`config.mk`:
```
export PLATFORM = sky130hd
export DESIGN_NAME = conv_out_requant
export DESIGN_NICKNAME = d
export VERILOG_FILES = /design/src/rtl/conv_out_requant.sv
export SDC_FILE = /design/constraint.sdc
export NUM_CORES = 1
export LEC_CHECK = 0
export ABC_CLOCK_PERIOD_IN_PS = 2000
export CORE_MARGIN = 8
export CORE_UTILIZATION = 49
export CTS_CLUSTER_SIZE = 28
export DETAILED_ROUTE_END_ITERATION = 6
export PLACE_DENSITY = 0.76
export SETUP_SLACK_MARGIN = 0.3
export SLEW_MARGIN = 30
export SYNTH_ARGS = -nofsm -noshare
export SYNTH_HDL_FRONTEND = slang
export SYNTH_SLANG_ARGS = --single-unit
```
`constraint.sdc`:
```
create_clock -name clk -period 2 [get_ports clk]
set_input_delay 0.4 -clock clk [delete_from_list [all_inputs] [get_ports clk]]
set_output_delay 0.4 -clock clk [all_outputs]
set_load 0.05 [all_outputs]
```
`src/rtl/conv_out_requant.sv`:
```
// Re-quantizes the signed convolution y stream to WIDTH bits (round, shift, ReLU, saturate)
// and buffers the results in a small FIFO feeding a valid/ready output with frame counting.
module conv_out_requant #(
   parameter int unsigned IN_WIDTH = 26,
   parameter int unsigned WIDTH    = 10,
   parameter int unsigned SHIFT    = 8,
   parameter int unsigned RELU     = 0,
   parameter int unsigned DEPTH    = 4,
   parameter int unsigned Y_COUNT  = 64
) (
   input  logic                       clk,
   input  logic                       reset,
   input  logic signed [IN_WIDTH-1:0] y_data,
   input  logic                       y_valid,
   output logic                       y_ready,
   output logic signed [WIDTH-1:0]    q_data,
   output logic                       q_valid,
   input  logic                       q_ready,
   output logic                       frame_done,
   output logic                       sat_seen
);

   localparam int unsigned PTR_W = $clog2(DEPTH);
   localparam int unsigned CNT_W = $clog2(DEPTH + 1);
   localparam int unsigned FRM_W = (Y_COUNT > 1) ? $clog2(Y_COUNT) : 1;

   localparam logic [CNT_W-1:0] DEPTH_C  = CNT_W'(DEPTH);
   localparam logic [FRM_W-1:0] FRM_LAST = FRM_W'(Y_COUNT - 1);

   // Half-LSB rounding offset; zero when no shift is applied.
   localparam logic signed [IN_WIDTH:0] RND     = (IN_WIDTH+1)'((64'(1) << SHIFT) >> 1);
   localparam logic signed [IN_WIDTH:0] SAT_MAX = (IN_WIDTH+1)'((64'(1) << (WIDTH - 1)) - 64'(1));
   localparam logic signed [IN_WIDTH:0] SAT_MIN = ~SAT_MAX;

   logic signed [IN_WIDTH:0] y_ext, y_sum, y_shr, y_clip;
   logic        [WIDTH-1:0]  q_new;
   logic                     sat_hit;
   logic                     push, pop;

   logic [WIDTH-1:0] mem_q [DEPTH];
   logic [PTR_W-1:0] wr_ptr_q, wr_ptr_d, rd_ptr_q, rd_ptr_d;
   logic [CNT_W-1:0] count_q, count_d;
   logic [FRM_W-1:0] frm_cnt_q, frm_cnt_d;
   logic             frame_done_q, frame_done_d;
   logic             sat_seen_q, sat_seen_d;

   assign y_ext = {y_data[IN_WIDTH-1], y_data};
   assign y_sum = y_ext + RND;
   assign y_shr = y_sum >>> SHIFT;

   always_comb begin
      y_clip  = y_shr;
      sat_hit = 1'b0;
      if ((RELU != 0) && y_shr[IN_WIDTH]) begin
         y_clip = '0;
      end
      if (y_clip > SAT_MAX) begin
         q_new   = SAT_MAX[WIDTH-1:0];
         sat_hit = 1'b1;
      end else if (y_clip < SAT_MIN) begin
         q_new   = SAT_MIN[WIDTH-1:0];
         sat_hit = 1'b1;
      end else begin
         q_new = y_clip[WIDTH-1:0];
      end
   end

   assign y_ready    = (count_q < DEPTH_C);
   assign q_valid    = (count_q != '0);
   assign q_data     = mem_q[rd_ptr_q];
   assign frame_done = frame_done_q;
   assign sat_seen   = sat_seen_q;

   assign push = y_valid && y_ready;
   assign pop  = q_valid && q_ready;

   always_comb begin
      wr_ptr_d     = wr_ptr_q;
      rd_ptr_d     = rd_ptr_q;
      count_d      = count_q;
      frm_cnt_d    = frm_cnt_q;
      frame_done_d = 1'b0;
      sat_seen_d   = sat_seen_q;
      if (push) begin
         wr_ptr_d = wr_ptr_q + PTR_W'(1);
         if (sat_hit) begin
            sat_seen_d = 1'b1;
         end
      end
      if (pop) begin
         rd_ptr_d = rd_ptr_q + PTR_W'(1);
         if (frm_cnt_q == FRM_LAST) begin
            frm_cnt_d    = '0;
            frame_done_d = 1'b1;
         end else begin
            frm_cnt_d = frm_cnt_q + FRM_W'(1);
         end
      end
      if (push && !pop) begin
         count_d = count_q + CNT_W'(1);
      end else if (pop && !push) begin
         count_d = count_q - CNT_W'(1);
      end
   end

   always_ff @(posedge clk or negedge reset) begin
      if (!reset) begin
         wr_ptr_q     <= '0;
         rd_ptr_q     <= '0;
         count_q      <= '0;
         frm_cnt_q    <= '0;
         frame_done_q <= 1'b0;
         sat_seen_q   <= 1'b0;
      end else begin
         wr_ptr_q     <= wr_ptr_d;
         rd_ptr_q     <= rd_ptr_d;
         count_q      <= count_d;
         frm_cnt_q    <= frm_cnt_d;
         frame_done_q <= frame_done_d;
         sat_seen_q   <= sat_seen_d;
      end
   end

   // Storage is cleared on reset so the idle head reads as zero.
   always_ff @(posedge clk or negedge reset) begin
      if (!reset) begin
         for (int unsigned i = 0; i < DEPTH; i++) begin
            mem_q[i] <= '0;
         end
      end else if (push) begin
         mem_q[wr_ptr_q] <= q_new;
      end
   end

endmodule
```
==> flow_summary_export.csv <==
group,metric,value,unit
status,status,"complete, but fails checks",
status,violations,"negative setup slack",
clock_network,clock-sinks,55,
floorplan,core_area,6241,um2
global_route,grt_pass1_wl,14480,um
sta,setup_viol,35,
layout,nFillCells,421,
sta,fmax,452.5,MHz
route,drt-pass1-iter-count,4,
sta,finalHoldViolCount,0,
layout,drive_gt1_share,44.80,%
synthesis,syn_area,3095,um2
layout,layout_commonest_cell,"buf_4",
route,num_vias,2868,
clock_network,hold_buffers,0,
placed_design,hpwl,5957,um
power,leakagePower,1.962,nW
sta,skew,0.009379,ns
sta,slew_violations,0,
sta,relSlewSlack,65.24,%
synthesis,yosys.cell_types.count,54,
critical_path,r2r_start,"count_q[2]$_DFFE_PN0P_",
synthesis,avgSynthCellArea,10.56,um2
placed_design,place.gp.congestion,0.9164,
route,remaining_drc_errors,0,
floorplan,initial_core_util,49.60,%
critical_path,crit_family,"simple AND/OR/NAND/NOR gates",
critical_path,crit_buf_inv,2,
critical_path,worstReg2RegEnd,"count_q[1]$_DFFE_PN0P_",
layout,area_delta_synth_final,49.03,%
floorplan,die_x,95.48,um
synthesis,yosysTopAreaCell,"dfrtp_1",
clock_network,cts_tree,"done",
synthesis,synth_warnings,0,
critical_path,cp-end-kind,"flop",
critical_path,crit_fanout,3,
sta,setup_slack,-0.2101,ns
sta,rsz0062_at_grt,"yes",
critical_path,worst-setup-path-type,"in2reg",
clock_network,clk_pin_slew,0.09,ns
critical_path,cp.depth,8,
global_route,grt_max_degree,56,
placed_design,io_buffers,36,
floorplan,dieArea,9116,um2
route,ant_nets,0,
global_route,grtUsageTotal,20.04,%
synthesis,synth_top_area_share,44.46,%
sta,fin_crit_sh,110.5,%
floorplan,rows,29,
layout,antenna_cells,0,
synthesis,synthTopCellsByArea,"dfrtp_1 44%, mux4_2 7.3%, nand2_1 4.7%",
synthesis,synthCells,293,
critical_path,crit_chain,"buf_6, nand4_1, buf_4, nor4_4, mux2_4, o21a_4, or4_4, a22o_1",
route,first_iter_violations,213,
global_route,gr-total-overflow,0,
critical_path,cpMaxStageDelayCell,"or4_4",
critical_path,slowest_delay,0.50,ns
floorplan,die_y,95.48,um
floorplan,num_io_pins,44,
synthesis,ys_ff_latch,55,
placed_design,pre_cts_ws,-1.106,ns
clock_network,htreeDepth,2,
route,wl_per_cell,18.46,um
synthesis,syn-num-nets,331,
layout,final_cells,481,
critical_path,reg2reg_depth,7,
critical_path,required,2.19,ns
clock_network,cts_root_buf,"clkbuf_8",
flow_run,drv_cap,0,
critical_path,arrival,2.40,ns
clock_network,clockBufferDepth,2,
sta,worst_slew_pin_slew,0.5197,ns
critical_path,setup.worst_path.start_class,"input pin",
global_route,antenna_found_initial,0,
sta,finalCriticalPeriod,2.210,ns
hold_path,min_path_type,"in2async",
synthesis,synthFlopType,"dfrtp_1",
synthesis,synth_edf_count,0,
clock_network,clk-insertion-delay-late,0.30,ns
clock_network,cts_made_buffers,5,
route,wl,8878,um
route,via_per_inst,5.963,
power,ir_drop,0.001147,V
layout,layout_common_cells,"70 x buf_4, 54 x dfrtp_1, 35 x nand2_1, 20 x buf_6, 16 x nor2_1",
global_route,grt_pass1_vias,3000,
layout,layout.nets,443,
synthesis,ys_seq_area_share,44.46,%
sta,fin_tns_setup,-2.908,ns
power,pwr_density_cell,1346,nW/um2
placed_design,placedCellCount,464,
synthesis,ys_async_sr_fraction,100.0,%
critical_path,reg2reg_slack,0.07,ns
worst max-delay path by stage:
stage                           from                     to  slack (ns)
after floorplan            y_data[7]   mem_q[0]$_DFFE_PN0P_       -0.32
after global placement     y_data[7]  mem_q[35]$_DFFE_PN0P_       -0.99
after detailed placement   y_data[7]  mem_q[35]$_DFFE_PN0P_       -1.11
after CTS                 y_data[17]   mem_q[0]$_DFFE_PN0P_       -0.22
after global routing      y_data[15]   mem_q[0]$_DFFE_PN0P_       -0.31
final                     y_data[15]   mem_q[0]$_DFFE_PN0P_       -0.21
state kept, by name, indices dropped and copies added, names as in the netlist:
register / flops
mem_q: 40
frm_cnt_q: 6
count_q: 3
rd_ptr_q: 2
wr_ptr_q: 2
frame_done: 1
sat_seen: 1
report_power, final:
part / internal [W] / leakage, nW / switching [W]
combinational: 0.00175 / 1.25 / 0.00190
clock: 0.000235 / 0.0371 / 0.000332
sequential: 0.00165 / 0.670 / 0.000344
through the flow:
step	util [%]	area, um2	hold WS (ns)	total power (W)
5_1_grt	73.92	4613	0.09487	0.006548
6_report	73.92	4613	0.06482	0.006209
3_3_place_gp	65.12	4064	0.4108	0.004948
2_1_floorplan	-	3143	0.1044	0.004050
4_1_cts	71.41	4457	0.08824	0.006137
3_5_place_dp	65.12	4064	0.4171	0.005079
Yosys cell counts, types with 10 or more instances:
cell and n:
clkbuf_1 10, nor2_1 16, mux4_2 10, nand2_1 39, o21ai_0 12, o21ai_1 15
a22o_1 12, dfrtp_1 55, xnor2_1 14
cell type report:
cell class	instances	area, um2	share of cell area (%)
clock buffers	6	72.57	1.573
multi-input cells	219	1947	42.20
flip-flops and latches	55	1378	29.86
repair buffers	117	1094	23.70
inverters	7	26.28	0.5696
well taps	77	96.34	2.088
what timing repair did:
action | in CTS | in global routing
cloned | 1 | 0
buffers inserted | 7 | 3
setup endpoints to repair | 55 | 54
resized for setup | 116 | 41
pin swaps | 39 | 20
layer usage:
| layer | routed length [um] | track usage, % | vias up | share of wire, % |
|---|---|---|---|---|
| met2 | 4706 | 35.79 | 90 | 53 |
| li1 | - | - | 1318 | - |
| met3 | 358 | 3.228 | 16 | 4.0 |
| met5 | 0 | 0 | - | 0 |
| met4 | 163 | 6.402 | 0 | 1.8 |
| met1 | 3651 | 24.04 | 1444 | 41 |
worst reg2reg max path, stage by stage (launching register included):
cell	delay, ns
dfrtp_1	0.39
or3_4	0.39
and2_4	0.15
inv_2	0.06
ha_4	0.13
inv_2	0.04
fa_2	0.40
mux2_4	0.28
logic make-up (layout without fill, tap and decap cells):
kind of cell             after synthesis  count (layout)  synth area share (%)
buffers and inverters                 19             130                 2.425
AO/OA/AOI/OAI                         72              72                 17.30
adder cells (fa/ha/maj)                8               8                 3.476
AND/OR/NAND/NOR                      105             105                 17.95
flip-flops                            55              55                 44.46
multiplexers                          15              15                 9.014
XOR/XNOR                              19              19                 5.376
No activity file was read; power rests on OpenSTA's default activity.
